### src/rtl/instr_prefetch_unit.sv
// Instruction fetch stage with a DEPTH-entry prefetch queue, credit-based request issue
// and redirect handling that flushes the queue and discards stale in-flight responses.
module instr_prefetch_unit #(
    parameter int unsigned XLEN     = 32,
    parameter int unsigned ADDR_W   = 32,
    parameter int unsigned DEPTH    = 4,
    parameter int unsigned MAX_OUT  = 2,
    parameter logic [ADDR_W-1:0] RESET_PC = '0
) (
    input  logic              clk,
    input  logic              reset_n,
    input  logic              fetch_en,
    input  logic              redirect_valid,
    input  logic [ADDR_W-1:0] redirect_pc,
    output logic              req_valid,
    input  logic              req_ready,
    output logic [ADDR_W-1:0] req_addr,
    input  logic              resp_valid,
    input  logic [XLEN-1:0]   resp_data,
    input  logic              resp_err,
    output logic              instr_valid,
    input  logic              instr_ready,
    output logic [XLEN-1:0]   instr_data,
    output logic [ADDR_W-1:0] instr_pc,
    output logic              instr_err,
    output logic              busy
);

    localparam int unsigned PTR_W = $clog2(DEPTH);
    localparam int unsigned CNT_W = $clog2(DEPTH + 1);

    typedef struct packed {
        logic [ADDR_W-1:0] pc;
        logic [XLEN-1:0]   data;
        logic              err;
    } entry_t;

    entry_t             r_queue [DEPTH];
    logic [ADDR_W-1:0]  r_fetch_pc;
    logic [ADDR_W-1:0]  r_resp_pc;
    logic [CNT_W-1:0]   r_count;
    logic [CNT_W-1:0]   r_outstanding;
    logic [CNT_W-1:0]   r_drop_cnt;
    logic [PTR_W-1:0]   r_wptr;
    logic [PTR_W-1:0]   r_rptr;

    logic               w_credit;
    logic               w_req_valid;
    logic               w_fire;
    logic               w_pop;
    logic               w_drop;
    logic               w_push;
    logic [ADDR_W-1:0]  w_redirect_pc;
    entry_t             w_head;

    // Queue slots already taken plus requests in flight must leave room for every response
    assign w_credit      = ({1'b0, r_count} + {1'b0, r_outstanding}) < (CNT_W + 1)'(DEPTH);
    // Gated by reset_n so the request channel is quiet while reset is held
    assign w_req_valid   = reset_n & fetch_en & ~redirect_valid
                         & (r_outstanding < CNT_W'(MAX_OUT)) & w_credit;
    assign w_fire        = w_req_valid & req_ready;
    assign w_pop         = instr_valid & instr_ready;
    assign w_drop        = resp_valid & (r_drop_cnt != '0);
    assign w_push        = resp_valid & ~w_drop;
    assign w_redirect_pc = redirect_pc & ~ADDR_W'(3);
    assign w_head        = r_queue[r_rptr];

    assign req_valid   = w_req_valid;
    assign req_addr    = r_fetch_pc;
    assign instr_valid = (r_count != '0);
    assign instr_data  = w_head.data;
    assign instr_pc    = w_head.pc;
    assign instr_err   = w_head.err;
    assign busy        = (r_outstanding != '0) | (r_drop_cnt != '0);

    always_ff @(posedge clk or negedge reset_n) begin
        if (!reset_n) begin
            for (int i = 0; i < int'(DEPTH); i++) begin
                r_queue[i] <= '0;
            end
            r_fetch_pc    <= RESET_PC;
            r_resp_pc     <= RESET_PC;
            r_count       <= '0;
            r_outstanding <= '0;
            r_drop_cnt    <= '0;
            r_wptr        <= '0;
            r_rptr        <= '0;
        end else begin
            r_outstanding <= r_outstanding + CNT_W'(w_fire) - CNT_W'(resp_valid);
            if (redirect_valid) begin
                // Everything still in flight belongs to the old stream
                r_count    <= '0;
                r_wptr     <= '0;
                r_rptr     <= '0;
                r_fetch_pc <= w_redirect_pc;
                r_resp_pc  <= w_redirect_pc;
                r_drop_cnt <= r_outstanding - CNT_W'(resp_valid);
            end else begin
                if (w_fire) begin
                    r_fetch_pc <= r_fetch_pc + ADDR_W'(4);
                end
                if (w_drop) begin
                    r_drop_cnt <= r_drop_cnt - CNT_W'(1);
                end
                if (w_push) begin
                    r_queue[r_wptr] <= '{pc: r_resp_pc, data: resp_data, err: resp_err};
                    r_wptr          <= r_wptr + PTR_W'(1);
                    r_resp_pc       <= r_resp_pc + ADDR_W'(4);
                end
                if (w_pop) begin
                    r_rptr <= r_rptr + PTR_W'(1);
                end
                r_count <= r_count + CNT_W'(w_push) - CNT_W'(w_pop);
            end
        end
    end

endmodule
### config.mk
export PLATFORM = sky130hd
export DESIGN_NAME = instr_prefetch_unit
export DESIGN_NICKNAME = d
export VERILOG_FILES = /design/src/rtl/instr_prefetch_unit.sv
export SDC_FILE = /design/constraint.sdc
export NUM_CORES = 1
export LEC_CHECK = 0
export ABC_AREA = 1
export CAP_MARGIN = 5
export CELL_PAD_IN_SITES_DETAIL_PLACEMENT = 1
export CELL_PAD_IN_SITES_GLOBAL_PLACEMENT = 1
export CORE_MARGIN = 2
export CORE_UTILIZATION = 40
export CTS_CLUSTER_SIZE = 24
export DETAILED_ROUTE_END_ITERATION = 8
export PLACE_DENSITY = 0.8
export RECOVER_POWER = 50
export SLEW_MARGIN = 20
export SYNTH_ARGS = -nofsm -noshare
export SYNTH_HDL_FRONTEND = slang
export SYNTH_SLANG_ARGS = --single-unit
### constraint.sdc
create_clock -name clk -period 4.15 [get_ports clk]
set_input_delay 0.6225 -clock clk [delete_from_list [all_inputs] [get_ports clk]]
set_output_delay 0.6225 -clock clk [all_outputs]
set_load 0.02 [all_outputs]
==> flow_summary.ini <==
[timing]
tightestPinTransition_ns = 1.62
hold_violations = 0
rsz0062_at_grt = no
finalMaxSlewViolations = 67
fin_ws_ns = 0.598
setup_violations = 0
finalSetupTns_ns = 0
fin_crit_ns = 3.55
fin_crit_sh_pct = 85.6
maxSlewHeadroom_pct = -7.76
skew_ns = 0.0143
fmax_mhz = 282

[global_route]
antenna_found_initial = 0
overflow = 0
grt_max_degree = 112
grt_use_total_pct = 24.1
grt_pass1_vias = 15200
grt_pass1_wl_um = 80200

[detailed_routing]
wl_um = 48900
via_per_inst = 5.42
dr.pass1.iters = 5
vias = 14300
wl_per_cell_um = 18.5
drt_iter0_drc = 825
detail_route.drc_violations = 0
drtAntennaViolNets = 0

[worst_hold_path]
hold_depth = 2
hold_path.class = flop to flop
min_to = r_queue[82]$_DFFE_PN0P_
hold_start = r_queue[82]$_DFFE_PN0P_

[logic_synthesis]
synth_mux_area_share_pct = 0
syn_avg_cell_area_um2 = 7.98
ys.warnings.count = 0
synthXorXnorAreaFrac_pct = 0.663
synth-seq-cells = 325
synth_area_mm2 = 0.0158
synth-adder-area-share_pct = 1.59
yosys.area.top_type = dfrtp_1
ys.flop_type = dfrtp_1
synthSimpleGateAreaFrac_pct = 21.0
synth_cell_types = 37
synthArstFlopShare_pct = 100
yosys-top-cells-area = dfrtp_1 (51%), nand2_1 (12%), o21ai_0 (8.3%)
syn_inst = 1986
synth-edff-count = 0
ys_seq_area_share_pct = 51.3
synth_compound_area_share_pct = 18.0
synth_top_family_by_area = simple AND/OR/NAND/NOR gates
synth_top_area_share_pct = 51.3

[final_layout]
fillers = 4743
multi_input_area_mm2 = 0.00653
register_area_mm2 = 0.00814
fin_cells = 2646
antennaDiodeCount = 0
stdcell_area_mm2 = 0.0190
layout-area-overhead-vs-synth_pct = 20.1
final_nets = 2193
layout-drive-gt1-share_pct = 5.31

[setup_path]
cp_data_required_time_ns = 3.53
cp-end-kind = output pin
worstPathCellList = buf_4 > o21ai_0 > o22ai_1 > clkdlybuf4s50_1
reg2reg_to = r_queue[199]$_DFFE_PN0P_
crit_path_start_kind = flop
ff2ff_setup_slack_ns = 0.79
r2r_cells = 10
arrival_ns = 2.93
r2r-start = r_drop_cnt[0]$_DFFE_PN0P_
slowest_stage = dfrtp_4
critPathMaxStageDelay_ns = 0.70
crit_type = flop to output pin
crit_path_max_fanout = 48

[clock_network]
cts_htree_levels = 2
cts_tree = done
clk_latency_ns = 0.52
clk_pin_slew_worst_paths_ns = 0.05
cts_inserted_buffers = 38
clock_path_buffers = 3
cts.sinks = 325
cts_setup_buffers = 0
cts_root_buf = clkbuf_16

[placed_design]
dp_cells = 2579
gp_congestion = 0.930
place_ws_ns = 1.11
hpwl_um = 32000
io_buffers = 165
place_area_mm2 = 0.0178

[floorplan]
core-area_mm2 = 0.0389
die_y_um = 203
start_util_pct = 40.7
dieArea_mm2 = 0.0412
ios = 172
die_width_um = 203
num_rows = 72

[power_and_ir_drop]
p_per_area_mw_per_mm2 = 635
p_leak_nw = 8.85
ir_drop_uv = 300

[run]
max_cap_violations = 1

[run_status]
violations = max-capacitance violations, max-slew violations
outcome = complete, but fails checks
-- cell families (layout without fill, tap and decap cells) --
logic type,count (synthesis),after routing
buf+inv,265,404
compound gates,542,542
other cells,1,4
xor+xnor,12,12
fa+ha+maj,19,19
simple gates,822,822
flops,325,325
-- power breakdown --
part           total [W]  internal, W  switching [W]
clock network    0.00339      0.00206        0.00133
logic            0.00425      0.00171        0.00255
registers        0.00444      0.00391       0.000527
total             0.0121      0.00768        0.00440
-- state kept, by name (all words and copies together), names as in the netlist --
name,flops
r_outstanding,3
req_addr,30
r_drop_cnt,3
r_wptr,2
r_count,3
r_rptr,2
r_resp_pc,30
r_queue,252
-- Yosys cell counts (all sizes together), types with 7 or more instances --
cell and number:
clkbuf 59, a21oi 29, a31oi 7, o211ai 8, nor2 227, nand3 69
dfrtp 325, nor3 9, xor2 11, o21ai 427, buf 54, nand4 9
o22ai 63, ha 17, nand2 505, inv 152
-- worst max-delay path by stage --
stage,cells past startpoint,slack [ns],to,startpoint
2_1_floorplan,9,1.89,r_outstanding[2]$_DFF_PN0_,r_count[2]$_DFF_PN0_
3_3_place_gp,4,1.12,instr_pc[10],r_rptr[0]$_DFFE_PN0P_
3_5_place_dp,4,1.11,instr_pc[4],r_rptr[0]$_DFFE_PN0P_
5_1_grt,4,0.44,instr_pc[10],r_rptr[0]$_DFFE_PN0P_
4_1_cts,4,0.53,instr_pc[10],r_rptr[0]$_DFFE_PN0P_
6_report,4,0.60,instr_pc[10],r_rptr[0]$_DFFE_PN0P_
-- layout make-up --
cell class / count / area share (%)
multi-input cells: 1399 / 34.3
clock buffers: 56 / 6.11
clock inverters: 10 / 0.526
well taps: 518 / 3.41
repair buffers: 186 / 9.87
flip-flops and latches: 325 / 42.8
inverters: 152 / 3.03
-- metal layers --
layer  global-route usage (%)  wire [µm]  up-vias
li1                         -          -     6729
met1                     31.5      21900     7197
met2                     41.3      23700      311
met3                     3.39       1950       99
met4                     7.69       1390        0
met5                        0          0        -
-- critical path, delay by kind of cell (launching register included) --
kind | cells | cell delay, ns
DFF | 1 | 0.70
AOI/OAI and AO/OA | 2 | 0.48
buffers and inverters | 2 | 1.20
-- what timing repair did --
item                      CTS  global route
hold buffers                1             0
gates resized for setup     0             0
hold endpoints to repair   26             0
-- cell usage in the layout (no fill, tap or decap), types with 7 or more instances in the layout --
cell type and count:
nor2_2 8, clkbuf_16 41, nand2_1 497, clkbuf_1 8
clkdlybuf4s50_1 140, nor3_1 8, o22ai_1 63, nor2_1 217
a21oi_1 29, inv_1 145, a31oi_1 7, o21ai_0 305
dfrtp_1 323, nand4_1 9, nand3_1 67, o211ai_1 8
buf_4 11, ha_1 17, dlygate4sd3_1 24, o21ai_1 122
clkbuf_8 8, xor2_1 11, clkinv_2 9
-- stage by stage --
step,util (%),power [W],hold slack (ns)
floorplan,-,0.00688,0.327
global placement,45.7,0.00860,0.460
detailed placement,45.7,0.00879,0.469
CTS,49.0,0.0122,0.483
global route,48.9,0.0128,0.501
finish,48.9,0.0121,0.480
Note: power is estimated with default switching activity, not from simulation.
